[src/rtl/exec_stage.sv]
// exec_stage: registered, handshaked execute stage (ALU, branch, load/store).
// Define EXEC_STAGE_MUL_EXT_EN to add an iterative shift-add multiply on opcode 0110.
module exec_stage #(
  parameter int WIDTH   = 16,
  parameter int NUM_GPR = 6
) (
  input  logic                     clk,
  input  logic                     rst,
  input  logic                     in_valid,
  output logic                     in_ready,
  input  logic [15:0]              instruction,
  input  logic [WIDTH-1:0]         pc,
  input  logic [NUM_GPR*WIDTH-1:0] reg_file,
  output logic                     out_valid,
  input  logic                     out_ready,
  output logic [WIDTH-1:0]         out_data,
  output logic [2:0]               out_target,
  output logic                     mem_req,
  input  logic                     mem_gnt,
  output logic                     mem_we,
  output logic [WIDTH-1:0]         mem_addr,
  output logic [WIDTH-1:0]         mem_wdata,
  output logic [3:0]               mem_mode,
  input  logic                     mem_rvalid,
  input  logic [WIDTH-1:0]         mem_rdata
);
  typedef enum logic [2:0] {
    IDLE, EXEC, MEM_REQ, MEM_WAIT, DONE
`ifdef EXEC_STAGE_MUL_EXT_EN
    , MUL
`endif
  } state_t;

  state_t           state, state_n;
  logic [15:0]      ins_q;
  logic [WIDTH-1:0] pc_q, a_q, b_q, c_q;
  logic [3:0]       opc;
  logic             is_mem;

  assign opc       = ins_q[15:12];
  assign is_mem    = (opc[3:1] == 3'b001);
  assign in_ready  = (state == IDLE);
  assign out_valid = (state == DONE);

  // Index 0 and out-of-range indices read zero, index 1 aliases the pc.
  function automatic logic [WIDTH-1:0] rd_reg(input logic [2:0] idx);
    rd_reg = '0;
    if (idx == 3'd1) rd_reg = pc;
    for (int g = 0; g < NUM_GPR; g++)
      if (int'(idx) == g + 2) rd_reg = reg_file[g*WIDTH +: WIDTH];
  endfunction

  always_ff @(posedge clk) begin
    if (state == IDLE && in_valid) begin
      ins_q <= instruction;
      pc_q  <= pc;
      a_q   <= rd_reg(instruction[8:6]);
      b_q   <= rd_reg(instruction[5:3]);
      c_q   <= rd_reg(instruction[2:0]);
    end
  end

  logic [WIDTH-1:0] alu_x, alu_y, alu_r, alu_res, ls_addr, br_dst, exec_data;
  logic [2:0]       exec_tgt;
  logic             br_taken;

  always_comb begin
    alu_x   = ins_q[11] ? ~b_q : b_q;
    alu_y   = ins_q[10] ? ~c_q : c_q;
    alu_r   = (opc == 4'b0100) ? (alu_x & alu_y) : (alu_x + alu_y);
    alu_res = ins_q[9] ? ~alu_r : alu_r;
    if (ins_q[11:9] == 3'b100) alu_res = (opc == 4'b0101) ? (b_q ^ c_q) : (b_q >> 1);
    // Both offsets are sign-magnitude, not two's complement.
    ls_addr  = ins_q[2] ? b_q - WIDTH'(ins_q[1:0]) : b_q + WIDTH'(ins_q[1:0]);
    br_dst   = ins_q[5] ? pc_q - WIDTH'(ins_q[4:0]) : pc_q + WIDTH'(ins_q[4:0]);
    br_taken = ((a_q == '0) && ins_q[11]) || (($signed(a_q) > 0) && ins_q[10]) ||
               (($signed(a_q) < 0) && ins_q[9]);
    exec_data = '0;
    exec_tgt  = 3'd0;
    case (opc)
      4'b0100, 4'b0101: begin exec_data = alu_res; exec_tgt = ins_q[8:6]; end
      4'b0001: if (br_taken) begin exec_data = br_dst; exec_tgt = 3'd1; end
      default: ;
    endcase
  end

`ifdef EXEC_STAGE_MUL_EXT_EN
  localparam int CW = $clog2(WIDTH + 1);
  logic [WIDTH-1:0] mcand, mplier, acc, acc_n;
  logic [CW-1:0]    cnt;
  logic             mul_last;

  assign acc_n    = mplier[0] ? acc + mcand : acc;
  assign mul_last = (mplier[WIDTH-1:1] == '0) || (cnt == CW'(WIDTH - 1));

  always_ff @(posedge clk) begin
    if (state == EXEC) begin
      mcand <= b_q; mplier <= c_q; acc <= '0; cnt <= '0;
    end else if (state == MUL) begin
      mcand <= mcand << 1; mplier <= mplier >> 1; acc <= acc_n; cnt <= cnt + 1'b1;
    end
  end
`endif

  always_ff @(posedge clk) begin
    if (rst) state <= IDLE;
    else     state <= state_n;
  end

  always_comb begin
    state_n = state;
    case (state)
      IDLE:     if (in_valid) state_n = EXEC;
      EXEC: begin
        state_n = DONE;
        if (is_mem) state_n = MEM_REQ;
`ifdef EXEC_STAGE_MUL_EXT_EN
        if (opc == 4'b0110) state_n = MUL;
`endif
      end
      MEM_REQ:  if (mem_gnt) state_n = mem_we ? DONE : MEM_WAIT;
      MEM_WAIT: if (mem_rvalid) state_n = DONE;
      DONE:     if (out_ready) state_n = IDLE;
`ifdef EXEC_STAGE_MUL_EXT_EN
      MUL:      if (mul_last) state_n = DONE;
`endif
      default:  state_n = IDLE;
    endcase
  end

  always_ff @(posedge clk) begin
    if (rst) begin
      out_data <= '0; out_target <= 3'd0;
      mem_req <= 1'b0; mem_we <= 1'b0; mem_addr <= '0; mem_wdata <= '0; mem_mode <= 4'd0;
    end else begin
      case (state)
        EXEC: begin
          if (is_mem) begin
            mem_req   <= 1'b1;
            mem_we    <= opc[0];
            mem_addr  <= ls_addr;
            mem_wdata <= a_q;
            mem_mode  <= {ins_q[11:9], ins_q[11:10] == 2'b00};
          end else begin
            out_data   <= exec_data;
            out_target <= exec_tgt;
          end
        end
        MEM_REQ: if (mem_gnt) begin
          mem_req <= 1'b0;
          if (mem_we) begin out_data <= a_q; out_target <= 3'd0; end
        end
        MEM_WAIT: if (mem_rvalid) begin
          out_data   <= mem_rdata;
          out_target <= ins_q[8:6];
        end
`ifdef EXEC_STAGE_MUL_EXT_EN
        MUL: if (mul_last) begin
          out_data   <= acc_n;
          out_target <= ins_q[8:6];
        end
`endif
        default: ;
      endcase
    end
  end
endmodule

[config.mk]
export PLATFORM = sky130hd
export DESIGN_NAME = exec_stage
export DESIGN_NICKNAME = d
export VERILOG_FILES = /design/src/rtl/exec_stage.sv
export SDC_FILE = /design/constraint.sdc
export NUM_CORES = 1
export LEC_CHECK = 0
export CORE_ASPECT_RATIO = 0.6
export CORE_MARGIN = 3
export CORE_UTILIZATION = 40
export DETAILED_ROUTE_END_ITERATION = 7
export PLACE_DENSITY = 0.68
export RECOVER_POWER = 50
export SLEW_MARGIN = 5
export SYNTH_ARGS = -nofsm -noshare
export SYNTH_HDL_FRONTEND = slang
export SYNTH_SLANG_ARGS = --single-unit
[constraint.sdc]
create_clock -name clk -period 4.6 [get_ports clk]
set_input_delay 0.46 -clock clk [delete_from_list [all_inputs] [get_ports clk]]
set_output_delay 0.46 -clock clk [all_outputs]
set_load 0.02 [all_outputs]
==> results.py, run 1 <==
metrics = {
    "global_routing": {
        "grt_max_degree": 72,
        "grtUsageTotal_pct": 28.0,
        "grt_antenna_before_repair": 4,
        "grt_pass1_wl_mm": 64.6,
        "grt_pass1_vias": 10700,
        "gr-total-overflow": 0,
    },
    "detailed_routing": {
        "wl_met2_mm": 18.0,
        "first_pass_iters": 6,
        "drt-total-wl_mm": 43.1,
        "wl_met3_mm": 5.38,
        "drtAntennaViolNets": 0,
        "dr.max_layer_used": "met5",
        "drc": 0,
        "wl_per_cell_um": 23.3,
        "wl_met1_mm": 18.9,
        "num_vias": 11300,
        "drt_iter0_markers": 1622,
        "vias_per_cell": 6.12,
    },
    "placement": {
        "gp_congestion": 0.991,
        "dpl_cell_area_mm2": 0.0135,
        "hpwl_mm": 33.1,
        "place_inst": 1819,
        "port_buffers": 208,
    },
    "power": {
        "cellPowerDensity_mw_per_mm2": 327,
        "p_switching_uw": 1680,
        "finalPower_uw": 4600,
        "clkPwrFrac_pct": 31.0,
        "internal_power_uw": 2920,
        "ir_worst_vdd_uv": 202,
        "seqPwrFrac_pct": 33.5,
        "comb_power_share_pct": 35.5,
        "leakage_uw": 0.00561,
        "swShare_pct": 36.6,
    },
    "min_path": {
        "min_from": "mem_addr[7]",
        "whs_path_depth": 2,
        "min_to": "mem_addr[7]",
        "min_path_type": "flop to flop",
    },
    "sta": {
        "clock_skew_ps": 13.0,
        "setup-violations-final": 0,
        "fin_crit_sh_pct": 86.8,
        "worst_pin_slew_ps": 2210,
        "slew_viol_final": 252,
        "relSlewSlack_pct": -47.2,
        "setup_tns_ps": 0,
        "fin_crit_ps": 3990,
        "grt_setup_unrepaired": "false",
        "max_freq_mhz": 250,
        "hold_viol": 0,
    },
    "worst_setup_path": {
        "rrSetupSlack_ps": 970,
        "crit_path_start_kind": "input port",
        "reg2reg_from": "state[0]",
        "path_max_fanout": 34,
        "end_kind": "flop",
        "worstPathRequired_ps": 4780,
        "r2r_end": "mem_addr[9]",
        "arrival_ps": 4170,
        "path_class": "input port to flop",
        "reg2regPathDepth": 7,
    },
    "synth": {
        "synth_area_leaders": "edfxtp_1 (21%), dfxtp_1 (11%), mux2i_1 (6.5%), a21oi_1 (6.5%), ha_1 (5.7%)",
        "synth_nets": 1516,
        "yosys_warnings": 0,
        "yosysUniqueCellTypes": 71,
        "synth-seq-cells": 140,
        "synth_edf_count": 80,
        "synth_top_cell_by_area": "edfxtp_1",
        "yosysTopAreaCellShare_pct": 21.5,
        "netlist_area_mm2": 0.0112,
        "synth_area_per_cell_um2": 8.52,
        "synthCells": 1312,
        "ys_seq_area_share_pct": 32.2,
        "ys_async_sr_fraction_pct": 0,
        "ys.flop_type": "edfxtp_1",
    },
    "floorplan": {
        "num_rows": 46,
        "die_area_mm2": 0.0301,
        "initial_core_util_pct": 41.5,
        "die_w_um": 222,
        "core-area_mm2": 0.0269,
        "fp.dieH_um": 135,
        "io_pins": 209,
    },
    "clock_network": {
        "cts_root_buf": "clkbuf_16",
        "cts_setup_buffers": 0,
        "htreeDepth": 4,
        "clkTransAtPathRegs_ps": 70,
        "cts_sinks": 140,
        "hold_buffers": 0,
        "ctsResizeCount": 0,
        "cts_tree": "yes",
        "clk_latency_ps": 440,
        "clk_path_buf_depth": 2,
        "numCtsBuffers": 17,
    },
    "layout": {
        "utilization_pct": 52.3,
        "final_nets": 1682,
        "num-fill-cells": 2532,
        "area_growth_pct": 26.0,
        "layoutNonFillerInstCount": 1852,
        "stdcell_area_mm2": 0.0141,
        "drive_gt1_share_pct": 6.91,
    },
    "status": {
        "violations": "max-capacitance violations, max-slew violations",
        "outcome": "finished with violations",
    },
    "job": {
        "maxCapViolCount": 6,
    },
}
cell usage in the layout (no fill, tap or decap), drive strengths merged, types with 55 or more instances in the layout:
cell and n:
dlygate4sd3 84, mux2i 73, a21oi 147, nor2 97, nand2 158, edfxtp 80
dfxtp 60, inv 55, o21ai 88, clkdlybuf4s50 121
power by group through the flow:
stage | sequential [uW] | combinational [uW] | clock, uW
floorplan | 1530 | 1080 | 0
global placement | 1560 | 1590 | 0
detailed placement | 1560 | 1610 | 0
CTS | 1540 | 1610 | 1430
global route | 1550 | 1780 | 1490
finish | 1540 | 1640 | 1420
sequential cells by signal, indices dropped and copies added, names as in the netlist, 4 cells and up:
signal,cells
a_q,16
b_q,16
c_q,16
ins_q,16
mem_addr,16
mem_mode,4
mem_wdata,16
out_data,16
pc_q,16
logic make-up after synthesis:
kind of cell | share of synthesized area, %
AO/OA/AOI/OAI | 26.0
buffers and inverters | 5.08
multiplexers | 9.86
flip-flops | 32.2
adder cells (fa/ha/maj) | 6.25
AND/OR/NAND/NOR | 13.9
XOR/XNOR | 6.66
final cells by class:
type	instances	area, um2	share of cell area, %
Sequential cell	140	3600	25.6
Tap cell	360	450	3.20
Multi-Input combinational cell	1037	7010	49.8
Clock buffer	17	425	3.02
Antenna cell	1	2.50	0.0178
Inverter	44	165	1.17
Timing Repair Buffer	238	2260	16.0
Clock inverter	15	171	1.22
how the worst max path moves through the flow:
stage,cells past startpoint,from,endpoint,slack (ps)
after CTS,15,ins_q[0],out_data[14],1100
after floorplan,5,state[0],a_q[0],840
after global routing,6,instruction[8],a_q[13],600
final,6,instruction[8],a_q[13],610
after global placement,15,ins_q[0],out_data[14],1200
after detailed placement,15,ins_q[0],out_data[14],1120
metrics by stage:
step           hold slack, ps  setup slack (ps)
2_1_floorplan             508               839
3_5_place_dp              446              1120
5_1_grt                   473               604
4_1_cts                   453              1100
3_3_place_gp              440              1200
6_report                  448               606
critical path, stage by stage:
cell,delay [ps]
dlygate4sd3_1,570
clkbuf_1,1580
nor2b_1,760
a21oi_1,400
a22oi_1,100
a21o_1,270
cell usage after synthesis (4+ instances only):
cell,number
mux4_2,5
xnor2_1,37
nand2b_1,10
mux2_2,23
dfxtp_1,60
a21oi_1,145
buf_2,10
a311oi_1,5
buf_1,14
clkbuf_1,60
a21o_1,35
and2_1,4
nor3_1,21
nor2b_1,20
nand3b_1,4
a211oi_1,20
a31oi_1,9
nor4_1,6
a32oi_1,4
ha_1,51
a221oi_1,24
a22oi_1,24
xor2_1,48
inv_1,44
mux2i_1,73
o221ai_1,4
o21a_1,6
o21ai_0,83
o211ai_1,15
nand3_1,13
and3_1,5
a221o_1,19
edfxtp_1,80
nand2_1,158
nor2_1,97
a22o_1,14
o31ai_1,4
o22ai_1,6
layer usage:
layer | global-route usage [%] | vias to the layer above
met2 | 40.7 | 701
met4 | 6.89 | 4
met5 | 0 | -
li1 | - | 5173
met1 | 41.0 | 5402
met3 | 8.03 | 60
No activity file was read; power rests on OpenSTA's default activity.
==> run 2: changes to the inputs <==
--- a/config.mk
+++ b/config.mk
@@ -5,6 +5,7 @@
 export SDC_FILE = /design/constraint.sdc
 export NUM_CORES = 1
 export LEC_CHECK = 0
+export CAP_MARGIN = 30
 export CORE_ASPECT_RATIO = 0.6
 export CORE_MARGIN = 3
 export CORE_UTILIZATION = 40
@@ -15,3 +16,4 @@
 export SYNTH_ARGS = -nofsm -noshare
 export SYNTH_HDL_FRONTEND = slang
 export SYNTH_SLANG_ARGS = --single-unit
+export TNS_END_PERCENT = 100
==> constraint.sdc (replaced) <==
create_clock -name clk -period 4.6 [get_ports clk]
set_input_delay 0.46 -clock clk [delete_from_list [all_inputs] [get_ports clk]]
set_output_delay 0.46 -clock clk [all_outputs]
set_load 0.01 [all_outputs]
==> run 2 against run 1 <==
Largest cell class unchanged. Design area grew 0.11%. The flow still finishes with violations (max-capacitance violations, max-slew violations). Worst hold slack worse by 0.79 ps. Core utilization increased by 0.056 points.
==> results.py, run 2 (synthesized netlist as in run 1, its figures left out) <==
metrics = {
    "power": {
        "ir_worst_vdd_uv": 188,
        "cellPowerDensity_mw_per_mm2": 324,
        "leakage_uw": 0.00557,
    },
    "clock_network": {
        "ctsResizeCount": 0,
        "cts_tree": "yes",
        "clk_path_buf_depth": 2,
        "hold_buffers": 0,
        "clkTransAtPathRegs_ps": 60,
        "numCtsBuffers": 17,
        "htreeDepth": 4,
        "cts_root_buf": "clkbuf_16",
        "cts_setup_buffers": 0,
        "clk_latency_ps": 440,
        "cts_sinks": 140,
    },
    "layout": {
        "antenna_cells": 0,
        "final_nets": 1685,
        "drive_gt1_share_pct": 7.10,
        "area_growth_pct": 26.2,
        "num-fill-cells": 2505,
        "final_cell_mix": "nand2_1 (158), a21oi_1 (145), clkdlybuf4s50_1 (138)",
        "mostFrequentLayoutCell": "nand2_1",
        "stdcell_area_mm2": 0.0141,
    },
    "sta": {
        "clock_skew_ps": 14.8,
        "relSlewSlack_pct": -44.2,
        "setup-violations-final": 0,
        "max_freq_mhz": 260,
        "grt_setup_unrepaired": "false",
        "hold_viol": 0,
        "layout_setup_ws_ps": 749,
        "slew_viol_final": 203,
        "fin_crit_sh_pct": 83.7,
        "setup_tns_ps": 0,
        "worst_pin_slew_ps": 2160,
        "fin_crit_ps": 3850,
    },
    "global_routing": {
        "grt_pass1_vias": 10800,
        "gr-total-overflow": 0,
        "grt_max_degree": 72,
        "grtUsageTotal_pct": 28.0,
        "grt_pass1_wl_mm": 64.9,
        "grt_antenna_before_repair": 5,
    },
    "worst_setup_path": {
        "crit_slowest_cell": "clkbuf_2",
        "worstPathCellList": "clkbuf_1 > nor3_1 > and2_0 > clkbuf_2 > buf_4",
        "slowest_delay_ps": 1260,
        "worstPathRequired_ps": 4730,
        "end_kind": "flop",
        "crit_path_start_kind": "flop",
        "cp_num_buf_inv": 3,
        "cp_top_family": "buffers and inverters",
        "path_class": "flop to flop",
        "arrival_ps": 3980,
        "path_max_fanout": 63,
    },
    "placement": {
        "hpwl_mm": 33.3,
        "gp_congestion": 0.991,
        "dpl_cell_area_mm2": 0.0135,
        "pre_cts_slack_ps": 1130,
        "port_buffers": 208,
    },
    "detailed_routing": {
        "drtAntennaViolNets": 0,
        "wl_met1_mm": 19.2,
        "drt_iter0_markers": 1547,
        "vias_per_cell": 6.17,
        "num_vias": 11400,
        "drc": 0,
        "wl_per_cell_um": 23.3,
        "dr.max_layer_used": "met5",
        "first_pass_iters": 7,
        "drt-total-wl_mm": 43.2,
        "wl_met2_mm": 18.1,
        "wl_met3_mm": 4.96,
    },
    "min_path": {
        "min_path_type": "flop to flop",
    },
    "floorplan": {
        "die_w_um": 222,
        "fp.dieH_um": 135,
        "core-area_mm2": 0.0269,
        "num_rows": 46,
        "io_pins": 209,
        "die_area_mm2": 0.0301,
        "initial_core_util_pct": 41.5,
    },
    "status": {
        "violations": "max-capacitance violations, max-slew violations",
        "outcome": "finished with violations",
    },
    "job": {
        "maxCapViolCount": 5,
    },
}
## run 2: changes by cell type in the layout (fill, tap and decap cells not counted), moves of 2 or more
cell | previous run | this run
inv_8 | 5 | 0
dlygate4sd3_1 | 84 | 67
buf_4 | 21 | 25
clkdlybuf4s50_1 | 121 | 138
clkinv_4 | 1 | 3
## run 2: per-stage QoR
step	hold slack [ps]	instances	power [uW]	utilization (%)
after floorplan	476	1312	2600	-
after global placement	440	1819	3140	50.2
after detailed placement	446	1820	3160	50.2
after CTS	452	1852	4550	52.4
after global routing	472	1854	4790	52.4
final	447	1854	4570	52.4
## run 2: area by class of cell
cell class,count,area (um2),area share [%]
inverter,44,165,1.17
tap,360,450,3.19
timing repair buffer,241,2280,16.2
clock buffer,18,429,3.04
clock inverter,14,159,1.13
multi-input combinational,1037,7010,49.7
sequential,140,3600,25.5
## run 2: report_power, final
| group | switching (uW) | internal [uW] |
|---|---|---|
| clock | 593 | 810 |
| combinational | 917 | 711 |
| sequential | 109 | 1430 |
| total | 1620 | 2960 |
## run 2: final timing paths
path	start	end	slack, ps	depth (start not counted)
worst max-delay path	state[0]	a_q[2]	750	5
worst min-delay path	mem_addr[8]	mem_addr[8]	450	2
worst max register to register	state[0]	a_q[2]	750	5
worst min register to register	mem_addr[8]	mem_addr[8]	450	2
## run 2: layer usage
metal	GRT usage (%)	vias to the layer above
met3	7.06	78
met1	41.1	5437
met2	40.9	739
met5	0	-
met4	7.63	6
li1	-	5181
## run 2: tightest hold or removal path, stage by stage, from the launching register on
cell and delay (ps):
dfxtp_1 300, nand2_1 50, a21oi_1 50
==> run 3: changes to the inputs <==
==> constraint.sdc (replaced) <==
create_clock -name clk -period 4 [get_ports clk]
set_input_delay 0.4 -clock clk [delete_from_list [all_inputs] [get_ports clk]]
set_output_delay 0.4 -clock clk [all_outputs]
set_load 0.01 [all_outputs]
==> run 3 against run 2 <==
Critical path depth increased by 2. Sequential power increased by 16%. Via count decreased by 0.55%. Worst hold slack got worse by 1.1 ps. Largest cell class unchanged. Die area unchanged. Global-route usage increased by 0.34 points. Highest routed layer unchanged. The run still ends with max-capacitance violations, max-slew violations left. Flip-flop and latch count unchanged. Clock power increased by 18%. Count of clock-buffer cells in the layout increased by 1. Clock skew decreased by 1.3 ps.
==> results.py, run 3 (synthesized netlist as in run 1, its figures left out) <==
metrics = {
    "clock_network": {
        "numCtsBuffers": 17,
        "htreeDepth": 4,
        "clk_path_buf_depth": 2,
        "cts_root_buf": "clkbuf_16",
        "hold_buffers": 0,
        "clk_latency_ps": 440,
        "cts_setup_buffers": 0,
        "ctsResizeCount": 0,
        "cts_sinks": 140,
        "clkTransAtPathRegs_ps": 60,
        "cts_tree": "yes",
    },
    "detailed_routing": {
        "wl_per_cell_um": 23.6,
        "first_pass_iters": 6,
        "drt_iter0_markers": 1407,
        "drt-total-wl_mm": 43.9,
        "vias_per_cell": 6.11,
        "num_vias": 11400,
        "drc": 0,
        "drtAntennaViolNets": 0,
    },
    "global_routing": {
        "gr-total-overflow": 0,
        "use_met2_pct": 39.6,
        "grt_busiest_layer": "met1",
        "grt_max_degree": 72,
        "grt_use_met1_pct": 40.0,
        "grtUsageTotal_pct": 28.4,
        "grt_pass1_wl_mm": 65.3,
        "grt_pass1_vias": 10900,
        "grt_use_met3_pct": 10.7,
        "grt_antenna_before_repair": 0,
    },
    "placement": {
        "hpwl_mm": 34.2,
        "port_buffers": 208,
        "pre_cts_slack_ps": 578,
        "dpl_cell_area_mm2": 0.0136,
        "gp_congestion": 1.02,
    },
    "sta": {
        "grt_setup_unrepaired": "false",
        "slew_viol_final": 105,
        "fin_crit_ps": 3690,
        "hold_viol": 0,
        "max_freq_mhz": 271,
        "setup-violations-final": 0,
        "layout_setup_ws_ps": 311,
        "clock_skew_ps": 13.5,
        "setup_tns_ps": 0,
        "fin_crit_sh_pct": 92.2,
        "relSlewSlack_pct": -77.1,
        "worst_pin_slew_ps": 2660,
    },
    "floorplan": {
        "core-area_mm2": 0.0269,
        "initial_core_util_pct": 41.5,
        "num_rows": 46,
        "io_pins": 209,
        "fp.dieH_um": 135,
        "die_area_mm2": 0.0301,
        "die_w_um": 222,
    },
    "layout": {
        "utilization_pct": 52.7,
        "area_growth_pct": 26.9,
        "stdcell_area_mm2": 0.0142,
        "antenna_cells": 0,
        "final_cell_mix": "nand2_1 (158), a21oi_1 (145), clkdlybuf4s50_1 (121)",
        "final_nets": 1692,
        "drive_gt1_share_pct": 7.59,
        "mostFrequentLayoutCell": "nand2_1",
        "num-fill-cells": 2527,
    },
    "status": {
        "outcome": "finished with violations",
        "violations": "max-capacitance violations, max-slew violations",
    },
    "worst_setup_path": {
        "worstPathRequired_ps": 4170,
        "end_kind": "flop",
        "path_class": "input port to flop",
        "arrival_ps": 3860,
        "crit_path_start_kind": "input port",
        "path_max_fanout": 34,
    },
    "power": {
        "leakage_uw": 0.00568,
        "finalPower_uw": 5320,
        "cellPowerDensity_mw_per_mm2": 375,
        "ir_worst_vdd_uv": 289,
    },
    "min_path": {
        "min_path_type": "flop to flop",
    },
    "job": {
        "maxCapViolCount": 3,
    },
}
-- run 3: cell count changes in the layout (fill, tap and decap cells not counted), moves of 2 or more --
cell / before / now
clkdlybuf4s50_1: 138 / 121
buf_4: 25 / 33
clkinvlp_4: 2 / 0
dlygate4sd3_1: 67 / 84
clkbuf_1: 9 / 7
-- run 3: routing by layer --
metal / wire length (um) / part of all wire [%]
met4: 1160 / 2.7
met1: 18900 / 43
met5: 124 / 0.28
met2: 17800 / 41
met3: 5900 / 13
-- run 3: per-stage QoR --
| stage | hold WS, ps | instances |
|---|---|---|
| 6_report | 446 | 1861 |
| 5_1_grt | 467 | 1861 |
| 4_1_cts | 387 | 1860 |
| 3_5_place_dp | 446 | 1828 |
| 3_3_place_gp | 440 | 1826 |
| 2_1_floorplan | 476 | 1312 |
-- run 3: worst paths after layout --
check,from,end,slack (ps),cells past startpoint
max,instruction[8],a_q[12],310,7
min,mem_addr[14],mem_addr[14],450,2
max reg2reg,ins_q[0],out_data[15],530,15
min reg2reg,mem_addr[14],mem_addr[14],450,2
-- run 3: cell type report --
cell class / count / area [um2] / share of cell area, %
Clock inverter: 13 / 149 / 1.05
Timing Repair Buffer: 248 / 2350 / 16.6
Inverter: 44 / 165 / 1.16
Tap cell: 360 / 450 / 3.18
Multi-Input combinational cell: 1037 / 7010 / 49.4
Clock buffer: 19 / 454 / 3.20
Sequential cell: 140 / 3600 / 25.4
-- run 3: critical path, stage by stage --
cell and delay, ps:
clkdlybuf4s50_1 570, clkbuf_1 1530, nor2b_1 440, buf_4 340, a21oi_1 170, a22oi_1 100
a21o_1 280
-- run 3: power breakdown --
group | total [uW] | leakage (uW) | switching, uW | internal [uW]
registers | 1780 | 0.00126 | 128 | 1650
logic | 1880 | 0.00412 | 1060 | 821
clock network | 1650 | 0.000300 | 685 | 970
